<file path="src/rtl/muldiv_pkg.sv">
// muldiv_pkg: op codes, FSM states and op-class helpers shared by the multiply/divide unit
package muldiv_pkg;
  localparam logic [3:0] MD_NOP   = 4'd0;
  localparam logic [3:0] MD_DIV   = 4'd1;
  localparam logic [3:0] MD_DIVU  = 4'd2;
  localparam logic [3:0] MD_MFHI  = 4'd3;
  localparam logic [3:0] MD_MFLO  = 4'd4;
  localparam logic [3:0] MD_MTHI  = 4'd5;
  localparam logic [3:0] MD_MTLO  = 4'd6;
  localparam logic [3:0] MD_MUL   = 4'd7;
  localparam logic [3:0] MD_MULT  = 4'd8;
  localparam logic [3:0] MD_MULTU = 4'd9;
  localparam logic [3:0] MD_MADD  = 4'd10;
  localparam logic [3:0] MD_MADDU = 4'd11;
  localparam logic [3:0] MD_MSUB  = 4'd12;
  localparam logic [3:0] MD_MSUBU = 4'd13;

  typedef enum logic [1:0] {ST_IDLE, ST_BUSY, ST_DONE} state_t;

  function automatic logic is_arith(input logic [3:0] op);
    return op == MD_DIV || op == MD_DIVU || (op >= MD_MUL && op <= MD_MSUBU);
  endfunction

  function automatic logic is_signed(input logic [3:0] op);
    return op == MD_DIV || op == MD_MUL || op == MD_MULT || op == MD_MADD || op == MD_MSUB;
  endfunction

  function automatic logic is_div(input logic [3:0] op);
    return op == MD_DIV || op == MD_DIVU;
  endfunction
endpackage

</file>
<file path="src/rtl/muldiv_seq_core.sv">
// muldiv_seq_core: WIDTH-step unsigned shift-add multiplier / restoring divider (start,div,a,b in; done,hi,lo out)
module muldiv_seq_core #(
  parameter int WIDTH = 32
) (
  input  logic             clk,
  input  logic             rst_n,
  input  logic             start,
  input  logic             kill,
  input  logic             div,
  input  logic [WIDTH-1:0] a,
  input  logic [WIDTH-1:0] b,
  output logic             done,
  output logic [WIDTH-1:0] hi,
  output logic [WIDTH-1:0] lo
);
  localparam int CW = $clog2(WIDTH);

  logic             busy, div_q;
  logic [CW-1:0]    cnt;
  logic [WIDTH-1:0] m, r_hi, r_lo;
  logic [WIDTH:0]   x, s, t;
  logic             take;

  // hi/lo are the register values after this cycle's step; the top samples them when done is high
  always_comb begin
    x    = div_q ? {r_hi, r_lo[WIDTH-1]} : {1'b0, r_hi};
    s    = x + (div_q ? ~{1'b0, m} : {1'b0, m}) + {{WIDTH{1'b0}}, div_q};
    take = div_q ? ~s[WIDTH] : r_lo[0];
    t    = take ? s : x;
    hi   = div_q ? t[WIDTH-1:0] : t[WIDTH:1];
    lo   = div_q ? {r_lo[WIDTH-2:0], take} : {t[0], r_lo[WIDTH-1:1]};
  end

  assign done = busy && cnt == '0;

  always_ff @(posedge clk or negedge rst_n) begin
    if (!rst_n) begin
      busy  <= 1'b0;
      div_q <= 1'b0;
      cnt   <= '0;
      m     <= '0;
      r_hi  <= '0;
      r_lo  <= '0;
    end else if (kill) begin
      busy <= 1'b0;
    end else if (start) begin
      busy  <= 1'b1;
      div_q <= div;
      cnt   <= CW'(WIDTH - 1);
      m     <= b;
      r_hi  <= '0;
      r_lo  <= a;
    end else if (busy) begin
      r_hi <= hi;
      r_lo <= lo;
      cnt  <= cnt - 1'b1;
      busy <= cnt != '0;
    end
  end
endmodule

</file>
<file path="src/rtl/muldiv_seq.sv">
// muldiv_seq: MIPS multiply/divide unit with HI/LO (md_valid,md_op,md_kill,rs_in,rt_in in; res_out,md_stall,div_zero out)
module muldiv_seq
  import muldiv_pkg::*;
#(
  parameter int WIDTH = 32
) (
  input  logic             clk,
  input  logic             rst_n,
  input  logic             md_valid,
  input  logic [3:0]       md_op,
  input  logic             md_kill,
  input  logic [WIDTH-1:0] rs_in,
  input  logic [WIDTH-1:0] rt_in,
  output logic [WIDTH-1:0] res_out,
  output logic             md_stall,
  output logic             div_zero
);
  state_t               state;
  logic [WIDTH-1:0]     hi, lo, rs_q, mul_res, abs_a, abs_b, core_hi, core_lo, q, r;
  logic [3:0]           op_q;
  logic [2*WIDTH-1:0]   acc, sp, fin;
  logic                 start, sa, sb, neg_a, neg_b, rz, core_done;

  assign start = md_valid && is_arith(md_op) && state == ST_IDLE && !md_kill;
  assign sa    = is_signed(md_op) && rs_in[WIDTH-1];
  assign sb    = is_signed(md_op) && rt_in[WIDTH-1];
  assign abs_a = sa ? -rs_in : rs_in;
  assign abs_b = sb ? -rt_in : rt_in;

  muldiv_seq_core #(.WIDTH(WIDTH)) u_core (
    .clk   (clk),
    .rst_n (rst_n),
    .start (start),
    .kill  (md_kill),
    .div   (is_div(md_op)),
    .a     (abs_a),
    .b     (abs_b),
    .done  (core_done),
    .hi    (core_hi),
    .lo    (core_lo)
  );

  // remainder takes the dividend's sign; a zero divisor returns LO=all ones, HI=raw dividend
  always_comb begin
    sp  = (neg_a ^ neg_b) ? -{core_hi, core_lo} : {core_hi, core_lo};
    q   = (neg_a ^ neg_b) ? -core_lo : core_lo;
    r   = neg_a ? -core_hi : core_hi;
    fin = is_div(op_q) ? (rz ? {rs_q, {WIDTH{1'b1}}} : {r, q}) :
          (op_q == MD_MADD || op_q == MD_MADDU) ? acc + sp :
          (op_q == MD_MSUB || op_q == MD_MSUBU) ? acc - sp : sp;
  end

  assign md_stall = md_valid && is_arith(md_op) && state != ST_DONE;
  assign res_out  = (md_valid && md_op == MD_MFHI) ? hi :
                    (md_valid && md_op == MD_MFLO) ? lo :
                    (state == ST_DONE && op_q == MD_MUL) ? mul_res : '0;

  always_ff @(posedge clk or negedge rst_n) begin
    if (!rst_n) begin
      state    <= ST_IDLE;
      hi       <= '0;
      lo       <= '0;
      rs_q     <= '0;
      mul_res  <= '0;
      op_q     <= MD_NOP;
      acc      <= '0;
      neg_a    <= 1'b0;
      neg_b    <= 1'b0;
      rz       <= 1'b0;
      div_zero <= 1'b0;
    end else if (md_kill) begin
      state    <= ST_IDLE;
      div_zero <= 1'b0;
    end else if (state == ST_BUSY) begin
      if (core_done) begin
        state    <= ST_DONE;
        div_zero <= is_div(op_q) && rz;
        if (op_q == MD_MUL) mul_res <= sp[WIDTH-1:0];
        else {hi, lo} <= fin;
      end
    end else begin
      div_zero <= 1'b0;
      state    <= start ? ST_BUSY : ST_IDLE;
      if (start) begin
        op_q  <= md_op;
        rs_q  <= rs_in;
        rz    <= rt_in == '0;
        neg_a <= sa;
        neg_b <= sb;
        acc   <= {hi, lo};
      end else if (md_valid && md_op == MD_MTHI) begin
        hi <= rs_in;
      end else if (md_valid && md_op == MD_MTLO) begin
        lo <= rs_in;
      end
    end
  end
endmodule

</file>
<file path="config.mk">
export PLATFORM = sky130hd
export DESIGN_NAME = muldiv_seq
export DESIGN_NICKNAME = d
export VERILOG_FILES = /design/src/rtl/muldiv_pkg.sv /design/src/rtl/muldiv_seq_core.sv /design/src/rtl/muldiv_seq.sv
export SDC_FILE = /design/constraint.sdc
export NUM_CORES = 1
export LEC_CHECK = 0
export BUFFER_PORTS_ARGS = -buffer_cell sky130_fd_sc_hd__buf_4
export CAP_MARGIN = 20
export CORE_ASPECT_RATIO = 1.5
export CORE_MARGIN = 1.5
export CORE_UTILIZATION = 55
export CTS_CLUSTER_SIZE = 8
export DETAILED_ROUTE_END_ITERATION = 16
export GPL_TIMING_DRIVEN = 0
export PLACE_DENSITY_LB_ADDON = 0.12
export SKIP_LAST_GASP = 1
export SLEW_MARGIN = 20
export SYNTH_ARGS = -nofsm -noshare
export SYNTH_HDL_FRONTEND = slang
export SYNTH_SLANG_ARGS = --single-unit
</file>
<file path="constraint.sdc">
create_clock -name clk -period 9.85 [get_ports clk]
set_input_delay 1.97 -clock clk [delete_from_list [all_inputs] [get_ports clk]]
set_output_delay 1.97 -clock clk [all_outputs]
set_load 0.02 [all_outputs]
</file>
==> results of run 1 <==
-- through the flow --
step	instance area, um^2	setup TNS, ps
floorplan	29120	0
global placement	30730	-245600
detailed placement	30890	-234340
CTS	33620	0
-- what timing repair did --
item                       4_1_cts
buffers inserted                39
hold endpoints to repair         0
pin swaps                       36
gates resized for setup        242
setup endpoints to repair       74
-- kinds of logic after synthesis --
group                    after synthesis  synth area share, %
AO/OA/AOI/OAI                       1315                29.37
XOR/XNOR                             246                7.428
adder cells (fa/ha/maj)              178                7.729
buffers and inverters                417                5.605
flip-flops                           305                26.22
multiplexers                          83                3.000
AND/OR/NAND/NOR                     1349                20.65
-- layer usage --
| metal | overflow | global-route usage, % |
|---|---|---|
| met1 | 0 | 58.86 |
| met2 | 3 | 86.56 |
| met3 | 0 | 26.66 |
| met4 | 3 | 63.74 |
| met5 | 0 | 0.3578 |
==> results.txt, run 1 <==
status = did not finish
Stopped at = global routing (5_1_grt)
tool error message = [ERROR GRT-0232] Routing congestion too high. Check the congestion heatmap in the GUI.
Placed Instances = 4682
number of library cell types mapped by synthesis = 100
Initial Util = 55.49%
Async S/R FF share, synth = 100.0%
commonest register cell after synthesis = dfrtp_1
syn nets = 4143
# IOs = 106
sequential share of the synthesized area = 26.22%
Chip Height = 284.8 um
worst ep type = register input
Post-synth EDFFs = 0
synthesized area per cell = 7.477 um^2
cell with the most instances after synthesis = nand2_1
hold buffers post-CTS = 0
synth warn = 0
Synth Cell Area = 0.02911 mm^2
CTS root buf = clkbuf_16
Rows = 103
Detail Placement HPWL = 116700 um
Synth Instances = 3893
area leader, netlist = dfrtp_1
area share of the largest cell type after synthesis = 26.22%
clock tree sinks = 305
GPL Wtd Cong = 1.143
H-Tree Depth = 2
total CTS buffers = 44
flops & latches, synth = 305
GRT repair_timing worst endpoint = hi[31]$_DFFE_PN0P_/D
gr usage total = 58.95%
largest net degree at the start of global routing = 94
post-place setup slack = -5540 ps
ranking of synthesized cells by area = dfrtp_1, nand2_1, ha_1, a21oi_1, o21ai_0
IO Port Bufs = 100
Max Root-Sink Buffers = 3
die width = 190.8 um
most instantiated cells after synthesis = nand2_1, a21oi_1, dfrtp_1, nor2_1, o21ai_0
GRT Residual Overflow = 6
==> inputs of run 2 (changes only) <==
--- a/config.mk
+++ b/config.mk
@@ -7,13 +7,11 @@
 export LEC_CHECK = 0
 export BUFFER_PORTS_ARGS = -buffer_cell sky130_fd_sc_hd__buf_4
 export CAP_MARGIN = 20
-export CORE_ASPECT_RATIO = 1.5
 export CORE_MARGIN = 1.5
-export CORE_UTILIZATION = 55
-export CTS_CLUSTER_SIZE = 8
+export CORE_UTILIZATION = 40
 export DETAILED_ROUTE_END_ITERATION = 16
 export GPL_TIMING_DRIVEN = 0
-export PLACE_DENSITY_LB_ADDON = 0.12
+export PLACE_DENSITY_LB_ADDON = 0.15
 export SKIP_LAST_GASP = 1
 export SLEW_MARGIN = 20
 export SYNTH_ARGS = -nofsm -noshare
==> constraint.sdc (replaced) <==
create_clock -name clk -period 12.8 [get_ports clk]
set_input_delay 2.56 -clock clk [delete_from_list [all_inputs] [get_ports clk]]
set_output_delay 2.56 -clock clk [all_outputs]
set_load 0.02 [all_outputs]
==> run 2 against run 1 <==
Net effect: the flow now finishes without violations; area after synthesis unchanged; synthesized cell count did not move.
==> results.txt, run 2 <==
nature of the critical path endpoint = register
area leader, netlist = dfrtp_1
Die Area = 0.07440 mm^2
first-pass GRT wire length = 205200 um
Reg clk slew, reported paths = 60 ps
flops & latches, synth = 305
clock tree sinks = 305
drt via density = 6.329
vias in the first global route = 29880
Worst Setup Start Kind = register
CP max stage delay = 610 ps
Final Cycle Share = 97.75%
post-route minimum period = 12510 ps
Worst Path Required = 13340 ps
final std cells w/o fill = 5027
max reg flops = 64
Rows = 98
most instantiated cells after synthesis = nand2_1, a21oi_1, dfrtp_1, nor2_1, o21ai_0
Critical Path Fanout Max = 19
commonest non-fill, non-tap cell in the layout = nand2_1
Slowest-stage cell, CP = a2111oi_4
Hold Crit Endpoint = mul_res[25]$_DFFE_PN0P_
Chip Height = 272.8 um
DRT iter0 DRCs = 4279
die width = 272.8 um
GRT Residual Overflow = 0
number of library cell types mapped by synthesis = 100
CTS tree = done
Largest Register = acc
RSZ-0062 raised after global routing = false
Async S/R FF share, synth = 100.0%
syn nets = 4143
FF-to-FF setup slack = 290 ps
DR pass1 iterations = 6
final wirelength = 142100 um
synth warn = 0
CP arrival = 13060 ps
measured slew at the worst slew-check pin = 1318 ps
type of the worst setup path = register to register
WHS Path Cells = 2
Fmax = 0.07992 GHz
worst hold path type = register to register
Placed Instances = 4953
Clock Skew = 37.96 ps
gr usage total = 37.38%
area delta synth->final = 12.32%
H-Tree Depth = 2
fin nets = 4294
IO Port Bufs = 100
Worst Hold Launch = mul_res[25]$_DFFE_PN0P_
Clk Latency, worst-skew pair = 620 ps
Routed WL per cell = 28.26 um
endpoints failing setup = 0
cell with the most instances after synthesis = nand2_1
ranking of synthesized cells by area = dfrtp_1, nand2_1, ha_1, a21oi_1, o21ai_0
status = completed
Max Root-Sink Buffers = 3
final hold vios = 0
Post-synth EDFFs = 0
Detail Placement HPWL = 113400 um
Slew headroom = 12.14%
CTS root buf = clkbuf_16
Max-Cap Viols = 0
# DRC = 0
Initial Util = 40.58%
hold buffers post-CTS = 0
Synth Cell Area = 0.02911 mm^2
Slew Viols, Final = 0
initial antenna violation count = 5
Synth Instances = 3893
sequential share of the synthesized area = 26.22%
area share of the largest cell type after synthesis = 26.22%
total CTS buffers = 41
Vias = 31820
reg2reg start = u_core.div_q$_DFFE_PN0P_
commonest register cell after synthesis = dfrtp_1
R2R depth = 40
reg2reg end = hi[31]$_DFFE_PN0P_
layout cell share with drive strength beyond 1 = 8.123%
commonest cells after routing, fill and taps aside = nand2_1, a21oi_1, dfrtp_1, nor2_1, o21ai_0
largest net degree at the start of global routing = 88
Core Area = 0.07173 mm^2
synthesized area per cell = 7.477 um^2
# IOs = 106
Final ANT Viol Nets = 0
fillers = 7454
GPL Wtd Cong = 1.062
setup TNS = 0 ps
run 2: cell counts after synthesis:
Identical to the previous run, type by type.
run 2: worst max path at each step:
stage | start | end | slack, ps | cells past startpoint
6_report | u_core.div_q$_DFFE_PN0P_ | hi[31]$_DFFE_PN0P_ | 290 | 40
5_1_grt | u_core.div_q$_DFFE_PN0P_ | hi[27]$_DFFE_PN0P_ | 10 | 39
4_1_cts | u_core.div_q$_DFFE_PN0P_ | hi[27]$_DFFE_PN0P_ | 40 | 37
3_5_place_dp | u_core.div_q$_DFFE_PN0P_ | hi[27]$_DFFE_PN0P_ | -3510 | 42
3_3_place_gp | u_core.div_q$_DFFE_PN0P_ | hi[27]$_DFFE_PN0P_ | -4340 | 41
2_1_floorplan | u_core.div_q$_DFFE_PN0P_ | hi[27]$_DFFE_PN0P_ | 2260 | 42
run 2: per-layer routing:
layer  wire, um  part of all wire, %  track usage, %
met4       9633                  6.8           21.48
met1      57950                   41           50.22
met3      16010                   11           8.725
met2      58470                   41           54.70
met5         28                0.020               0
run 2: kinds of logic (layout without fill, tap and decap cells):
logic type,count (synthesis),in the layout,share of synthesized area [%]
flops,305,305,26.22
buf+inv,417,599,5.605
other cells,0,2,0
simple gates,1349,1349,20.65
mux,83,83,3.000
compound gates,1315,1315,29.37
fa+ha+maj,178,178,7.729
xor+xnor,246,246,7.428
run 2: worst max-delay path: cells and delay by family, from the launching register on:
kind / cells / cell delay [ps]
fa+ha+maj: 3 / 1090
compound gates: 15 / 4740
mux: 1 / 290
flops: 1 / 510
buf+inv: 12 / 3640
simple gates: 7 / 1700
xor+xnor: 2 / 390
run 2: area by class of cell:
| class | instances | area (um^2) | share of cell area [%] |
|---|---|---|---|
| multi-input cells | 3171 | 20040 | 61.30 |
| clock buffers | 57 | 1136 | 3.475 |
| repair buffers | 112 | 908.4 | 2.778 |
| clock inverters | 17 | 143.9 | 0.4401 |
| well taps | 950 | 1189 | 3.636 |
| diodes | 2 | 5.005 | 0.01531 |
| plain buffers | 261 | 1070 | 3.272 |
| flip-flops and latches | 305 | 7632 | 23.34 |
| inverters | 152 | 570.5 | 1.745 |
run 2: through the flow:
step	cell area [um^2]	hold WS (ps)	setup slack [ps]	util [%]
2_1_floorplan	29110	440.4	2261	-
3_3_place_gp	31050	457.5	-4336	43.28
3_5_place_dp	31240	467.7	-3509	43.54
4_1_cts	32570	483.4	35.07	45.41
5_1_grt	32690	506.9	12.85	45.57
6_report	32700	482.5	287.5	45.58
run 2: what timing repair did:
item                       CTS  global route
pin swaps                    0             2
setup buffers                0             2
setup endpoints to repair   54            20
resized for setup           19            20
Power of run 2 is not shown: default switching activity piles up to over one toggle a cycle in this logic, so the estimate is an artifact.
